$ cat config.mk
export PLATFORM = sky130hd
export DESIGN_NAME = filter_coef_loader
export DESIGN_NICKNAME = d
export VERILOG_FILES = /design/src/rtl/filter_coef_loader.sv
export SDC_FILE = /design/constraint.sdc
export NUM_CORES = 1
export LEC_CHECK = 0
export BUFFER_PORTS_ARGS = -buffer_cell sky130_fd_sc_hd__buf_2
export CAP_MARGIN = 20
export CORE_ASPECT_RATIO = 1.2
export CORE_UTILIZATION = 30
export DETAILED_ROUTE_END_ITERATION = 8
export GPL_TIMING_DRIVEN = 1
export MAX_ROUTING_LAYER = met4
export PLACE_DENSITY = 0.58
export SLEW_MARGIN = 20
export SYNTH_ARGS = -nofsm -noshare
export SYNTH_HDL_FRONTEND = slang
export SYNTH_SLANG_ARGS = --single-unit
$ cat constraint.sdc
create_clock -name clk_i -period 2.7 [get_ports clk_i]
set_input_delay 0.27 -clock clk_i [delete_from_list [all_inputs] [get_ports clk_i]]
set_output_delay 0.27 -clock clk_i [all_outputs]
set_load 0.005 [all_outputs]
$ cat src/rtl/filter_coef_loader.sv
// ---------------------------------------------------------------------------
// filter_coef_loader
//
// Double-buffered 3x3 coefficient bank for matrix_filter. The host fills a
// shadow bank one 8.8 fixed-point coefficient per cycle, then requests a
// commit. The shadow bank is copied into the active bank only while frame_i
// is low (vertical blanking), so the kernel never changes in the middle of a
// frame.
//
// Ports
//   clk_i, reset_n_i      clock, synchronous active-low reset
//   frame_i               1 = active lines, 0 = blanking
//   wr_en_i               shadow write strobe
//   wr_addr_i             shadow index 0..8 -> 00,01,02,10,11,12,20,21,22
//   wr_data_i             coefficient value
//   commit_i              request shadow->active transfer at next blanking
//   coef_00_o..coef_22_o  active coefficients (registered)
//   pending_o             commit requested, not yet applied (FSM state)
//   swap_o                1-cycle pulse: active bank updated on this edge
//   wr_rej_o              1-cycle pulse: write rejected while pending
//   addr_err_o            1-cycle pulse: write to address 9..15 ignored
//   swap_count_o          number of applied commits, wraps silently
//
// Handshake: the host writer has no ready input. A write offered with
// wr_en_i is taken on the edge unless a commit is pending or the address is
// out of range; the outcome is reported one cycle later on wr_rej_o or
// addr_err_o (never both; rejection wins). Nothing is ever stalled.
// ---------------------------------------------------------------------------
module filter_coef_loader #(
    parameter int COEF_WIDTH = 16,
    parameter int ADDR_WIDTH = 4,
    parameter int CNT_WIDTH  = 8
) (
    input  logic                  clk_i,
    input  logic                  reset_n_i,
    input  logic                  frame_i,
    input  logic                  wr_en_i,
    input  logic [ADDR_WIDTH-1:0] wr_addr_i,
    input  logic [COEF_WIDTH-1:0] wr_data_i,
    input  logic                  commit_i,
    output logic [COEF_WIDTH-1:0] coef_00_o,
    output logic [COEF_WIDTH-1:0] coef_01_o,
    output logic [COEF_WIDTH-1:0] coef_02_o,
    output logic [COEF_WIDTH-1:0] coef_10_o,
    output logic [COEF_WIDTH-1:0] coef_11_o,
    output logic [COEF_WIDTH-1:0] coef_12_o,
    output logic [COEF_WIDTH-1:0] coef_20_o,
    output logic [COEF_WIDTH-1:0] coef_21_o,
    output logic [COEF_WIDTH-1:0] coef_22_o,
    output logic                  pending_o,
    output logic                  swap_o,
    output logic                  wr_rej_o,
    output logic                  addr_err_o,
    output logic [CNT_WIDTH-1:0]  swap_count_o
);

    localparam int NUM_COEF   = 9;
    localparam int CENTER_IDX = 4;
    // 1.0 in 8.8 fixed point: the identity kernel centre tap.
    localparam logic [COEF_WIDTH-1:0] COEF_ONE  = COEF_WIDTH'(256);
    localparam logic [ADDR_WIDTH-1:0] LAST_ADDR = ADDR_WIDTH'(NUM_COEF - 1);

    // Two-state commit FSM; the state is visible directly on pending_o.
    typedef enum logic {
        ST_IDLE    = 1'b0,
        ST_PENDING = 1'b1
    } state_e;

    state_e state_q, state_d;

    logic [COEF_WIDTH-1:0] shadow_q [NUM_COEF];
    logic [COEF_WIDTH-1:0] shadow_d [NUM_COEF];
    logic [COEF_WIDTH-1:0] active_q [NUM_COEF];
    logic [COEF_WIDTH-1:0] active_d [NUM_COEF];

    logic                 swap_q,       swap_d;
    logic                 wr_rej_q,     wr_rej_d;
    logic                 addr_err_q,   addr_err_d;
    logic [CNT_WIDTH-1:0] swap_count_q, swap_count_d;

    logic pending;
    logic apply_swap;
    logic wr_accept;
    logic addr_bad;

    // -----------------------------------------------------------------------
    // FSM process 1: state register (plus all datapath registers)
    // -----------------------------------------------------------------------
    always_ff @(posedge clk_i) begin
        if (!reset_n_i) begin
            state_q      <= ST_IDLE;
            swap_q       <= 1'b0;
            wr_rej_q     <= 1'b0;
            addr_err_q   <= 1'b0;
            swap_count_q <= '0;
            for (int i = 0; i < NUM_COEF; i++) begin
                shadow_q[i] <= (i == CENTER_IDX) ? COEF_ONE : '0;
                active_q[i] <= (i == CENTER_IDX) ? COEF_ONE : '0;
            end
        end else begin
            state_q      <= state_d;
            swap_q       <= swap_d;
            wr_rej_q     <= wr_rej_d;
            addr_err_q   <= addr_err_d;
            swap_count_q <= swap_count_d;
            for (int i = 0; i < NUM_COEF; i++) begin
                shadow_q[i] <= shadow_d[i];
                active_q[i] <= active_d[i];
            end
        end
    end

    // -----------------------------------------------------------------------
    // FSM process 2: next state
    // A commit seen while already pending is dropped, including on the edge
    // where the swap itself happens.
    // -----------------------------------------------------------------------
    always_comb begin
        state_d = state_q;
        case (state_q)
            ST_IDLE:    if (commit_i) state_d = ST_PENDING;
            ST_PENDING: if (!frame_i) state_d = ST_IDLE;
            default:    state_d = ST_IDLE;
        endcase
    end

    // -----------------------------------------------------------------------
    // FSM process 3: outputs / decode of the current state
    // -----------------------------------------------------------------------
    always_comb begin
        pending    = (state_q == ST_PENDING);
        apply_swap = pending && !frame_i;
        addr_bad   = (wr_addr_i > LAST_ADDR);
        // Writes are blocked while pending, so the shadow bank is stable
        // for the whole time a swap can be waiting for blanking.
        wr_accept  = wr_en_i && !pending && !addr_bad;
    end

    // -----------------------------------------------------------------------
    // Datapath next values
    // -----------------------------------------------------------------------
    always_comb begin
        for (int i = 0; i < NUM_COEF; i++) begin
            shadow_d[i] = shadow_q[i];
            if (wr_accept && (wr_addr_i == ADDR_WIDTH'(i))) begin
                shadow_d[i] = wr_data_i;
            end
            active_d[i] = apply_swap ? shadow_q[i] : active_q[i];
        end
        swap_d       = apply_swap;
        wr_rej_d     = wr_en_i && pending;
        addr_err_d   = wr_en_i && !pending && addr_bad;
        swap_count_d = swap_count_q + {{(CNT_WIDTH-1){1'b0}}, apply_swap};
    end

    // -----------------------------------------------------------------------
    // Outputs: all straight from flops
    // -----------------------------------------------------------------------
    assign coef_00_o    = active_q[0];
    assign coef_01_o    = active_q[1];
    assign coef_02_o    = active_q[2];
    assign coef_10_o    = active_q[3];
    assign coef_11_o    = active_q[4];
    assign coef_12_o    = active_q[5];
    assign coef_20_o    = active_q[6];
    assign coef_21_o    = active_q[7];
    assign coef_22_o    = active_q[8];
    assign pending_o    = (state_q == ST_PENDING);
    assign swap_o       = swap_q;
    assign wr_rej_o     = wr_rej_q;
    assign addr_err_o   = addr_err_q;
    assign swap_count_o = swap_count_q;

endmodule

==> impl_metrics.tcl <==
set metrics [dict create \
    final.fill_count 3754 \
    startpoint "pending_o$_SDFF_PN0_" \
    yosysTopAreaCell "dfxtp_1" \
    via_per_inst 4.526 \
    cts_buffers 31 \
    critPathLaunchType "flip-flop" \
    hold_violations 0 \
    first_iter_violations 533 \
    synth_area_per_cell_um2 9.382 \
    htreeDepth 1 \
    tns_ns 0 \
    pre_cts_ws_ns 0.9705 \
    grt_antenna_before_repair 0 \
    drive_above_1_share_pct 18.64 \
    ant_nets 0 \
    worstSkewPairLatency_ns 0.56 \
    crit_arrival_ns 2.12 \
    rows 76 \
    fin_cells 1804 \
    netlist.area_leader.share_pct 54.90 \
    ys_warn_count 0 \
    p_per_area_nw_per_um2 685.3 \
    hold_start "wr_addr_i[2]" \
    slowest_delay_ns 0.47 \
    cp-end-kind "flip-flop" \
    syn-instance-count 1166 \
    rsz0062_at_grt "false" \
    ys_seq_area_share_pct 54.90 \
    initial_core_util_pct 30.43 \
    cp_top_family "simple AND/OR/NAND/NOR gates" \
    first_pass_iters 4 \
    synth-seq-cells 300 \
    tightest_slew_ns 0.7377 \
    clock_sinks 300 \
    maxCapViolations 0 \
    peakVddDrop_mv 0.4326 \
    leakage_nw 5.805 \
    max-slew-margin-rel_pct 50.82 \
    gp_congestion 0.7538 \
    min_path_type "input pin to flip-flop" \
    cts-root-buf "clkbuf_16" \
    status "complete, no violations" \
    die_area_um2 37240 \
    wl_per_cell_um 16.91 \
    cts_setup_buffers 0 \
    clock_path_buffers 3 \
    diodes 0 \
    worst_slack_ns 0.9900 \
    design_area_um2 13210 \
    path_cells "nor4b_4 -> nand2_2 -> mux2i_1" \
    die_w_um 176.3 \
    fin_crit_sh_pct 63.33 \
    cts_tree "built" \
    boundaryPins 181 \
    slowest_stage "nor4b_4" \
    synthFlopType "dfxtp_1" \
    p_total_mw 9.053 \
    grt_pass1_vias 7988 \
    holdWs_ns 0.06863 \
    r2r-start "pending_o$_SDFF_PN0_" \
    fp.dieH_um 211.2 \
    area_delta_synth_final_pct 20.76 \
    synth.cell_area_um2 10940 \
    cp.buffers_inverters 0 \
    io_buffer_count 180 \
    clk_pin_slew_ns 0.06 \
    grt_pass1_wl_mm 46.90 \
    max_freq_ghz 0.5848 \
    synth_edf_count 0 \
    core_area_um2 35940 \
    worst-path-max-fanout 16 \
    dpl_cell_area_um2 12180 \
    slew_violations 0 \
    grt_max_degree 147 \
    path_class "flip-flop to flip-flop" \
    finish.utilization_pct 36.75 \
    skew_ns 0.007218 \
    min_period_ns 1.710 \
    place_inst 1745 \
    layout.nets 1341 \
    track_usage_pct 16.90 \
    yosysMostFrequentCell "nand2_1" \
    synthTopCellsByCount "nand2_1 (451), dfxtp_1 (300), mux2i_1 (146)" \
    setup_viol 0 \
    dp_hpwl_mm 19.38 \
    synth_nets 1193 \
    async_flop_share_pct 0 \
    crit_required_ns 3.11 \
    routed-via-count 8165 \
    globalRoute.totalOverflow 0 \
    postRouteWirelength_mm 30.50 \
    drc 0 \
    synth_cell_types 30 \
    synth.area.top_cells "dfxtp_1 (55%), nand2_1 (15%), mux2i_1 (13%), a21boi_0 (8.1%), a21boi_1 (1.9%)" \
]
-- cell families after synthesis --
family	share of synthesized area [%]
AO/OA/AOI/OAI	9.996
XOR/XNOR	0.2402
adder cells (fa/ha/maj)	0.2287
buffers and inverters	3.466
flip-flops	54.90
multiplexers	13.36
AND/OR/NAND/NOR	17.81
-- state kept, by name (all words and copies together) (netlist names) --
register and flops:
addr_err_o 1, swap_o 1, shadow_q 144, active_q 144, pending_o 1, wr_rej_o 1
swap_count_o 8
-- area by class of cell --
class                   count  area, um^2  share of cell area (%)
multi-input cells         786        4562                   34.53
repair buffers            194        1062                   8.041
flip-flops and latches    300        6006                   45.46
clock buffers              38       812.0                   6.147
well taps                 468       585.6                   4.433
clock inverters            17       176.4                   1.335
inverters                   1       6.256                 0.04736
-- layer usage --
layer  wire length, um  global-route usage (%)
met1             13810                   21.25
met2             14610                   27.60
met3              1333                   2.448
met4               741                   5.757
met5                 0                       -
-- placed cells by master, fill, tap and decap left out, types with 3 or more instances in the layout --
master         instances
and2_1                 6
and3_1                 3
a21boi_0             118
dfxtp_1              300
buf_12                 3
mux2i_1              146
clkinv_2               9
dlygate4sd3_1          4
a21boi_1              27
buf_2                179
nand3_1                7
buf_4                  7
clkbuf_16             31
nand2_1              451
nand2_2                6
nor2b_1                3
clkbuf_1               6
bufinv_16              3
-- worst reg2reg max path, stage by stage, from the launching register on --
cell and delay (ns):
dfxtp_1 0.41, nor4b_4 0.47, nand2_2 0.45, mux2i_1 0.24
-- report_power, final --
part           internal (mW)  switching [mW]  total [mW]
combinational          0.104           0.253       0.357
clock                   2.42            1.79        4.22
sequential              4.46          0.0209        4.48
-- repair_timing --
| item | CTS | global route |
|---|---|---|
| hold buffers | 4 | 0 |
| gates resized for setup | 0 | 0 |
| setup endpoints to repair | 0 | 0 |
| hold endpoints to repair | 3 | 0 |
-- path summary, 6_finish.rpt --
kind	endpoint	slack (ns)	cells after the start
setup / recovery	shadow_q[0][12]$_SDFFE_PN0P_	0.99	3
hold / removal	addr_err_o$_SDFF_PN0_	0.07	3
setup reg to reg	shadow_q[0][12]$_SDFFE_PN0P_	0.99	3
hold reg to reg	active_q[0][99]$_SDFFE_PN0P_	0.45	2
No activity file was read; power rests on OpenSTA's default activity.
